## src/rtl/spi_frame_pkg.sv

```systemverilog
// Shared types and constants for the SPI frame queue.
//   frame_t : one SPI write frame {opcode, register, data}, 24 bits
//   state_t : issue FSM states
//   IODIR/GPIO/OLAT : MCP23S17 register addresses (IOCON.BANK=0)
package spi_frame_pkg;

  localparam logic [7:0] IODIR = 8'h00;
  localparam logic [7:0] GPIO  = 8'h12;
  localparam logic [7:0] OLAT  = 8'h14;

  typedef struct packed {
    logic [7:0] addr;
    logic [7:0] reg_addr;
    logic [7:0] data;
  } frame_t;

  typedef enum logic [1:0] {
    S_IDLE,
    S_START,
    S_RUN
  } state_t;

endpackage

```

## src/rtl/sync_fifo.sv

```systemverilog
// Synchronous show-ahead FIFO. dout always presents the head entry.
//   clk, rst    : clock, synchronous active-high reset
//   push, din   : write request and data (ignored when full)
//   pop         : read request (ignored when empty)
//   dout        : head entry
//   full, empty : occupancy flags
//   count       : occupancy, 0..DEPTH
module sync_fifo #(
  parameter int unsigned WIDTH = 24,
  parameter int unsigned DEPTH = 4
) (
  input  logic                     clk,
  input  logic                     rst,
  input  logic                     push,
  input  logic                     pop,
  input  logic [WIDTH-1:0]         din,
  output logic [WIDTH-1:0]         dout,
  output logic                     full,
  output logic                     empty,
  output logic [$clog2(DEPTH):0]   count
);

  localparam int unsigned AW = $clog2(DEPTH);

  logic [WIDTH-1:0] mem [DEPTH];
  logic [AW-1:0]    wr_ptr;
  logic [AW-1:0]    rd_ptr;
  logic [AW:0]      cnt;
  logic             do_push;
  logic             do_pop;

  assign do_push = push && !full;
  assign do_pop  = pop && !empty;

  // Pointers wrap naturally because DEPTH is a power of two.
  always_ff @(posedge clk) begin
    if (rst) begin
      wr_ptr <= '0;
      rd_ptr <= '0;
      cnt    <= '0;
    end else begin
      if (do_push) wr_ptr <= wr_ptr + AW'(1);
      if (do_pop)  rd_ptr <= rd_ptr + AW'(1);
      case ({do_push, do_pop})
        2'b10:   cnt <= cnt + (AW+1)'(1);
        2'b01:   cnt <= cnt - (AW+1)'(1);
        default: cnt <= cnt;
      endcase
    end
  end

  always_ff @(posedge clk) begin
    if (do_push) mem[wr_ptr] <= din;
  end

  assign dout  = mem[rd_ptr];
  assign full  = (cnt == (AW+1)'(DEPTH));
  assign empty = (cnt == '0);
  assign count = cnt;

endmodule

```

## src/rtl/spi_frame_queue.sv

```systemverilog
// Builds MCP23S17 write frames from init/write requests, queues them and
// hands them one at a time to an SPI master over a send/idle handshake.
//   clk, rst            : clock, synchronous active-high reset
//   init_req, write_req : request pulses (init wins when both are high)
//   dev_sel, data_i     : target expander and write payload
//   idle                : SPI master ready/finished
//   address/register/data : active frame, 0 when no frame in flight
//   send                : one-cycle start strobe
//   busy, empty, full, count : status
//   drop                : pulse, request rejected
//   overflow, timeout_err : sticky error flags
module spi_frame_queue
  import spi_frame_pkg::*;
#(
  parameter int unsigned DEPTH     = 4,
  parameter int unsigned DEV_BITS  = 3,
  parameter logic [7:0]  BASE_ADDR = 8'h40,
  parameter logic [7:0]  INIT_REG  = IODIR,
  parameter logic [7:0]  INIT_DATA = 8'h00,
  parameter logic [7:0]  WRITE_REG = GPIO,
  parameter int unsigned TIMEOUT   = 16
) (
  input  logic                    clk,
  input  logic                    rst,
  input  logic                    init_req,
  input  logic                    write_req,
  input  logic [DEV_BITS-1:0]     dev_sel,
  input  logic [7:0]              data_i,
  input  logic                    idle,
  output logic [7:0]              address,
  output logic [7:0]              register,
  output logic [7:0]              data,
  output logic                    send,
  output logic                    busy,
  output logic                    empty,
  output logic                    full,
  output logic [$clog2(DEPTH):0]  count,
  output logic                    drop,
  output logic                    overflow,
  output logic                    timeout_err
);

  localparam int unsigned TW = $clog2(TIMEOUT + 1);

  state_t        state, state_n;
  frame_t        frame_q, frame_n;
  frame_t        push_frame;
  frame_t        head;
  logic [TW-1:0] timer, timer_n;
  logic          send_q, send_n;
  logic          tmo_q, tmo_n;
  logic          drop_q, ovf_q;
  logic          push;
  logic          pop;

  assign push = init_req || write_req;

  always_comb begin
    push_frame.addr     = BASE_ADDR | 8'({dev_sel, 1'b0});
    push_frame.reg_addr = init_req ? INIT_REG  : WRITE_REG;
    push_frame.data     = init_req ? INIT_DATA : data_i;
  end

  // full is sampled before any same-cycle pop, so a push into a full FIFO
  // is rejected even when the head leaves in the same cycle.
  sync_fifo #(
    .WIDTH ($bits(frame_t)),
    .DEPTH (DEPTH)
  ) u_fifo (
    .clk   (clk),
    .rst   (rst),
    .push  (push),
    .pop   (pop),
    .din   (push_frame),
    .dout  (head),
    .full  (full),
    .empty (empty),
    .count (count)
  );

  always_ff @(posedge clk) begin
    if (rst) begin
      state   <= S_IDLE;
      frame_q <= '0;
      timer   <= '0;
      send_q  <= 1'b0;
      tmo_q   <= 1'b0;
      drop_q  <= 1'b0;
      ovf_q   <= 1'b0;
    end else begin
      state   <= state_n;
      frame_q <= frame_n;
      timer   <= timer_n;
      send_q  <= send_n;
      tmo_q   <= tmo_n;
      drop_q  <= (init_req && write_req) || (push && full);
      if (push && full) ovf_q <= 1'b1;
    end
  end

  always_comb begin
    state_n = state;
    frame_n = frame_q;
    timer_n = timer;
    send_n  = 1'b0;
    tmo_n   = tmo_q;
    pop     = 1'b0;
    case (state)
      S_IDLE: begin
        if (!empty && idle) begin
          pop     = 1'b1;
          frame_n = head;
          send_n  = 1'b1;
          timer_n = '0;
          state_n = S_START;
        end
      end
      S_START: begin
        // The send cycle is the first of TIMEOUT cycles allowed for idle to drop.
        if (!idle) begin
          state_n = S_RUN;
        end else if (timer == TW'(TIMEOUT - 1)) begin
          tmo_n   = 1'b1;
          frame_n = '0;
          state_n = S_IDLE;
        end else begin
          timer_n = timer + TW'(1);
        end
      end
      S_RUN: begin
        if (idle) begin
          frame_n = '0;
          state_n = S_IDLE;
        end
      end
      default: state_n = S_IDLE;
    endcase
  end

  assign address     = frame_q.addr;
  assign register    = frame_q.reg_addr;
  assign data        = frame_q.data;
  assign send        = send_q;
  assign busy        = (state != S_IDLE);
  assign drop        = drop_q;
  assign overflow    = ovf_q;
  assign timeout_err = tmo_q;

endmodule

```

## config.mk

```make
export PLATFORM = sky130hd
export DESIGN_NAME = spi_frame_queue
export DESIGN_NICKNAME = d
export VERILOG_FILES = /design/src/rtl/spi_frame_pkg.sv /design/src/rtl/sync_fifo.sv /design/src/rtl/spi_frame_queue.sv
export SDC_FILE = /design/constraint.sdc
export NUM_CORES = 1
export LEC_CHECK = 0
export CAP_MARGIN = 25
export CORE_ASPECT_RATIO = 0.75
export CORE_MARGIN = 4
export CORE_UTILIZATION = 34
export DETAILED_ROUTE_END_ITERATION = 8
export PLACE_DENSITY = 0.53
export SLEW_MARGIN = 20
export SYNTH_ARGS = -nofsm -noshare
export SYNTH_HDL_FRONTEND = slang
export SYNTH_SLANG_ARGS = --single-unit
export TNS_END_PERCENT = 10
```

## constraint.sdc

```tcl
create_clock -name clk -period 2.4 [get_ports clk]
set_input_delay 0.72 -clock clk [delete_from_list [all_inputs] [get_ports clk]]
set_output_delay 0.72 -clock clk [all_outputs]
set_load 0.005 [all_outputs]
```

==> results of run 1 <==
cells by family after synthesis:
kind of cell	share of synthesized area [%]
buffers and inverters	6.35
other	0.108
xor gates and xnor gates	1.26
muxes	10.9
AOI/OAI and AO/OA	6.17
adders and majority gates	4.88
and+or+nand+nor	10.1
DFF	60.3
routing by layer:
layer	share of wire [%]	track usage [%]
met5	0	0
met4	1.5	5.14
met3	3.2	3.72
met2	46	19.1
met1	50	15.5
where the power goes:
| group | internal (uW) | switching [uW] |
|---|---|---|
| combinational | 922 | 890 |
| clock | 692 | 509 |
| sequential | 1800 | 118 |
| total | 3410 | 1520 |
worst paths after layout:
path	slack, ns	endpoint	cells after the start
max	0.11	busy	4
min	0.45	overflow	2
max reg2reg	0.26	u_fifo.count[2]	9
min reg2reg	0.45	overflow	2
final cells by class:
| cell class | count | area (um2) |
|---|---|---|
| Clock inverter | 6 | 35.0 |
| Sequential cell | 81 | 2100 |
| Inverter | 12 | 45.0 |
| Clock buffer | 10 | 229 |
| Multi-Input combinational cell | 167 | 1210 |
| Fill cell | 917 | 5410 |
| Timing Repair Buffer | 59 | 608 |
| Tap cell | 132 | 165 |
through the flow:
step | hold WS, ns | utilization (%) | setup TNS (ns)
6_report | 0.450 | 44.8 | 0
3_5_place_dp | 0.437 | 41.9 | -0.344
2_1_floorplan | 0.432 | - | 0
5_1_grt | 0.470 | 44.8 | 0
3_3_place_gp | 0.437 | 41.9 | -0.300
4_1_cts | 0.453 | 44.7 | 0
cell usage in the layout, fill, tap and decap left out, types with 2 or more instances in the layout:
cell / count
nor3_1: 3
a21oi_1: 9
edfxtp_1: 48
buf_4: 15
xor2_1: 3
conb_1: 10
nor2b_1: 10
nand2_1: 7
ha_1: 12
clkbuf_16: 9
and2_1: 4
dlymetal6s2s_1: 2
clkdlybuf4s50_1: 37
buf_12: 5
clkinv_2: 4
mux2i_1: 38
a31oi_1: 4
inv_1: 12
o21ai_0: 4
xnor2_1: 2
nand3_1: 2
dfxtp_1: 32
o22ai_1: 12
clkinvlp_4: 2
or2_2: 2
nand2b_1: 2
nor2_1: 27
sequential cells by signal, indices dropped and copies added (netlist names), named ones only:
signal	count
address	4
send	1
timeout_err	1
drop	1
u_fifo.wr_ptr	2
data	8
timer	5
overflow	1
u_fifo.rd_ptr	2
register	1
u_fifo.count	3
state	2
u_fifo.mem	48
repair_timing:
item                                   CTS  global route
pin swaps                                0             2
gates cloned                             0             0
gates resized for setup                  1             4
endpoints found under the hold margin    0             0
setup endpoints to repair                1             1
hold buffers                             0             0
worst min-delay path, delay by kind of cell, from the launching register on:
family / cells / cell delay (ns)
compound gates: 1 / 0.05
buf+inv: 1 / 0.05
flops: 1 / 0.31
==> metrics, run 1 <==
Clock transition at path regs 0.05 ns; Synth area leader edfxtp_1; CP Class reg -> out; cell row count 31; Clock Skews 0.00482 ns; Power, Total 4930 uW; core area 0.00981 mm2; cells along the critical path inv_1, ha_1, inv_1, clkdlybuf4s50_1; WP buf/inv 3; pwr dens 1120 mW/mm2; Hold Crit Start overflow; Finished Cell Area 0.00440 mm2; die footprint 0.0120 mm2; global-route wire length before repair 11000 um; DRT antenna net count 0; Gate Count Post-Synth 276; FFs w/ async S/R, synth 0%; final slew viol count 0; slowest CP cell clkdlybuf4s50_1; final net count 359; most used cell, CP inv_1; Data required, critical path 1.68 ns; vias in the first global route 2151; ant diodes 0; min setup slack post-route 0.108 ns; DRC errors left 0; Clock Tree Root clkbuf_16; largest net degree at the start of global routing 33; Max-Cap Viols 0; worst slew pin tran 0.728 ns; RSZ-0062 raised after global routing no; nature of the critical path startpoint flip-flop; Setup Viol. Count Final 0; Layout Cells excl Fill 467; CTS tree yes; Ys Warns 0; Pleak 0.00159 uW; CTS Buf Count 9; via count 2120; sequential cell area fraction in the yosys report 60.3%; most frequent cells after synthesis 48 x edfxtp_1, 38 x mux2i_1, 33 x dfxtp_1; max incr delay on CP 0.49 ns; Placed Cells 451; Final min period 2.29 ns; FF+latch count, synth 81; critical path fanouts, max 4; critical path's top delay family buffers and inverters; post-synthesis average cell area 12.6 um2; CTS H-tree lvls 3; post-CTS setup buffer count 0; Synth area leaders edfxtp_1 41%, dfxtp_1 19%, mux2i_1 11%; Yosys cell types 41; Critical Path Sink Type primary output; Initial Util 35.5%; fraction of layout cells with a size suffix above 1 13.4%; DR WL/cell 14.4 um; most common cell in the netlist edfxtp_1; Worst Hold Class reg -> reg; Post-DP HPWL 4450 um; post-DR vias/cell 4.54; CP Launch Point state[0]; Mapped Area 0.00349 mm2; dpl cell area 0.00411 mm2; Area Growth Syn to Fin 26.1%; Sink Count 81; Skew-Pair Late Insertion Delay 0.33 ns; IO Count 50; Slew Limit Headroom 50.8%; fin crit share 95.5%; Primary FF master, synth edfxtp_1; GRT Total Usage 12.1%; first drt pass iteration count 4; status completed; Post-synth EDFFs 48; drt initial violations 119; die width 125 um; CTS max path bufs 2; Placer Congestion 0.728; Max Freq 0.436 GHz; antenna violations before repair 0; top-area cell type share of the netlist area 41.3%; Max VDD drop 0.517 mV; gr ovfl total 0; WL final 6740 um; Setup WS pre-CTS -0.299 ns; R2R Path Start state[1]; I/O Buffers 39; Final Hold Fails 0; Die Y 95.7 um; WP data arrival 1.57 ns
Note: power is estimated with default switching activity, not from simulation.
==> inputs of run 2 (changes only) <==
- CORE_ASPECT_RATIO: 0.75 -> 0.6
- CORE_UTILIZATION: 34 -> 49
- PLACE_DENSITY: 0.53 -> 0.73
==> metrics, run 2 (synthesized netlist as in run 1, its figures left out) <==
final hold slack 0.451 ns (was 0.450 ns); fin crit share 98.2% (was 95.5%); Critical Path Sink Type flip-flop (was primary output); GRT Total Usage 16.8% (was 12.1%); post-DR vias/cell 5.11 (was 4.54); min setup slack post-route 0.0442 ns (was 0.108 ns); Sink Count 81 (unchanged); register area 0.00210 mm2 (about the same); critical path's top delay family buffers and inverters (unchanged); Initial Util 51.4% (was 35.5%); gr ovfl total 0 (unchanged); slowest CP cell clkdlybuf4s50_1 (unchanged); max reg flops 48 (unchanged); largest net degree at the start of global routing 33 (unchanged); WP data arrival 2.62 ns (was 1.57 ns); Final min period 2.36 ns (was 2.29 ns); die width 117 um (was 125 um); Placer Congestion 0.754 (was 0.728); CTS H-tree lvls 3 (unchanged); I/O Buffers 39 (unchanged); Data required, critical path 2.67 ns (was 1.68 ns); status completed (unchanged); critical path fanouts, max 2 (was 4); Final Hold Fails 0 (unchanged); DRT antenna net count 0 (unchanged); Post-CTS Hold Fix Bufs 0 (unchanged); DR WL/cell 15.6 um (was 14.4 um); WP buf/inv 2 (was 3); Clock Tree Root clkbuf_16 (unchanged); fraction of layout cells with a size suffix above 1 13.5% (was 13.4%); WL final 6570 um (was 6740 um); Setup WS pre-CTS -0.279 ns (was -0.299 ns); ant diodes 0 (unchanged); Clock transition at path regs 0.06 ns (was 0.05 ns); pwr dens 1160 mW/mm2 (was 1120 mW/mm2); footprint of the multi-input gates 0.00121 mm2 (about the same); max incr delay on CP 0.50 ns (was 0.49 ns); IO Count 50 (unchanged); Die Y 73.4 um (was 95.7 um); core area 0.00679 mm2 (was 0.00981 mm2); Setup Viol. Count Final 0 (unchanged); most frequent cells in the layout 48 x edfxtp_1, 38 x mux2i_1, 38 x clkdlybuf4s50_1, 33 x dfxtp_1, 27 x nor2_1 (was 48 x edfxtp_1, 38 x mux2i_1, 37 x clkdlybuf4s50_1, 32 x dfxtp_1, 27 x nor2_1); Pleak 0.00158 uW (was 0.00159 uW); Slew Limit Headroom 61.3% (was 50.8%); drt initial violations 122 (was 119); vias in the first global route 2159 (was 2151); via count 2152 (was 2120); Top reg by flops u_fifo.mem (unchanged); global-route wire length before repair 10600 um (was 11000 um); CTS max path bufs 2 (unchanged); Skew-Pair Late Insertion Delay 0.33 ns (about the same); Clock Skews 0.00442 ns (was 0.00482 ns); worst slew pin tran 0.581 ns (was 0.728 ns); Max-Cap Viols 0 (unchanged); commonest non-fill, non-tap cell in the layout edfxtp_1 (unchanged); CP Class in -> reg (was reg -> out); Max VDD drop 0.435 mV (was 0.517 mV); final slew viol count 0 (unchanged); Max Freq 0.424 GHz (was 0.436 GHz); CTS Buf Count 9 (unchanged); Area Growth Syn to Fin 24.6% (was 26.1%); final net count 358 (was 359); DRC errors left 0 (unchanged); CTS tree yes (unchanged); antenna violations before repair 0 (unchanged); first drt pass iteration count 4 (unchanged); die footprint 0.00858 mm2 (was 0.0120 mm2); cell row count 23 (was 31); Layout Cells excl Fill 421 (was 467); nature of the critical path startpoint input pin (was flip-flop); RSZ-0062 raised after global routing yes (was no); fillers 540 (was 917); Placed Cells 405 (was 451); cells along the critical path clkdlybuf4s50_1, o311a_2, ha_1, inv_1, fa_1, xor2_1, or3_1, a21oi_2 (was inv_1, ha_1, inv_1, clkdlybuf4s50_1); Post-DP HPWL 4430 um (was 4450 um); Worst Hold Class reg -> reg (unchanged)
run 2: cell count changes in the layout (fill, tap and decap cells not counted), sizes merged:
cell / previous run / this run
dlymetal6s2s: 2 / 1
bufinv: 0 / 1
clkbuf: 10 / 9
clkdlybuf4s50: 37 / 38
buf: 20 / 19
run 2: layout make-up:
class | instances | area share (%)
Clock buffer | 9 | 5.18
Clock inverter | 7 | 1.64
Inverter | 12 | 1.04
Multi-Input combinational cell | 167 | 27.8
Sequential cell | 81 | 48.3
Tap cell | 87 | 2.50
Timing Repair Buffer | 58 | 13.5
run 2: path summary, 6_finish.rpt:
kind / start / endpoint / slack [ns] / depth (start not counted)
max: idle / u_fifo.count[2] / 0.04 / 8
min: overflow / overflow / 0.45 / 2
max reg2reg: state[1] / u_fifo.count[2] / 0.24 / 9
min reg2reg: overflow / overflow / 0.45 / 2
run 2: timing repair:
action | in CTS | in global routing
setup endpoints to repair | 1 | 3
gates resized for setup | 1 | 3
setup buffers | 0 | 0
cloned | 0 | 0
pin swaps | 0 | 1
hold endpoints to repair | 0 | 0
run 2: through the flow:
step / TNS [ns] / util (%) / power (uW) / cell area (um2)
5_1_grt: -0.0743 / 64.0 / 5350 / 4350
4_1_cts: 0 / 63.9 / 5070 / 4340
3_3_place_gp: -0.272 / 59.5 / 3660 / 4040
2_1_floorplan: 0 / - / 3040 / 3520
6_report: 0 / 64.0 / 5030 / 4350
3_5_place_dp: -0.323 / 59.5 / 3720 / 4040
run 2: where the power goes:
| group | switching [uW] | internal (uW) | leakage (uW) | total, uW |
|---|---|---|---|---|
| combinational | 863 | 895 | 0.000722 | 1760 |
| sequential | 139 | 1800 | 0.000721 | 1940 |
| clock | 529 | 802 | 0.000139 | 1330 |
| total | 1530 | 3490 | 0.00158 | 5020 |
run 2: routing by layer:
metal	up-vias	track usage [%]	part of all wire, %
met4	0	5.09	1.1
met2	50	24.4	43
met5	-	0	0
met1	1027	23.1	51
li1	1069	-	-
met3	6	7.08	4.9
run 2: worst min-delay path, delay by kind of cell (launching register included):
kind            cells  cell delay (ns)
flops               1             0.31
buf+inv             1             0.05
compound gates      1             0.05
==> inputs of run 3 (changes only) <==
- CTS_CLUSTER_DIAMETER: default -> 200
==> results of run 3 <==
The final DEF is identical to that of run 2; final timing and power are the same.
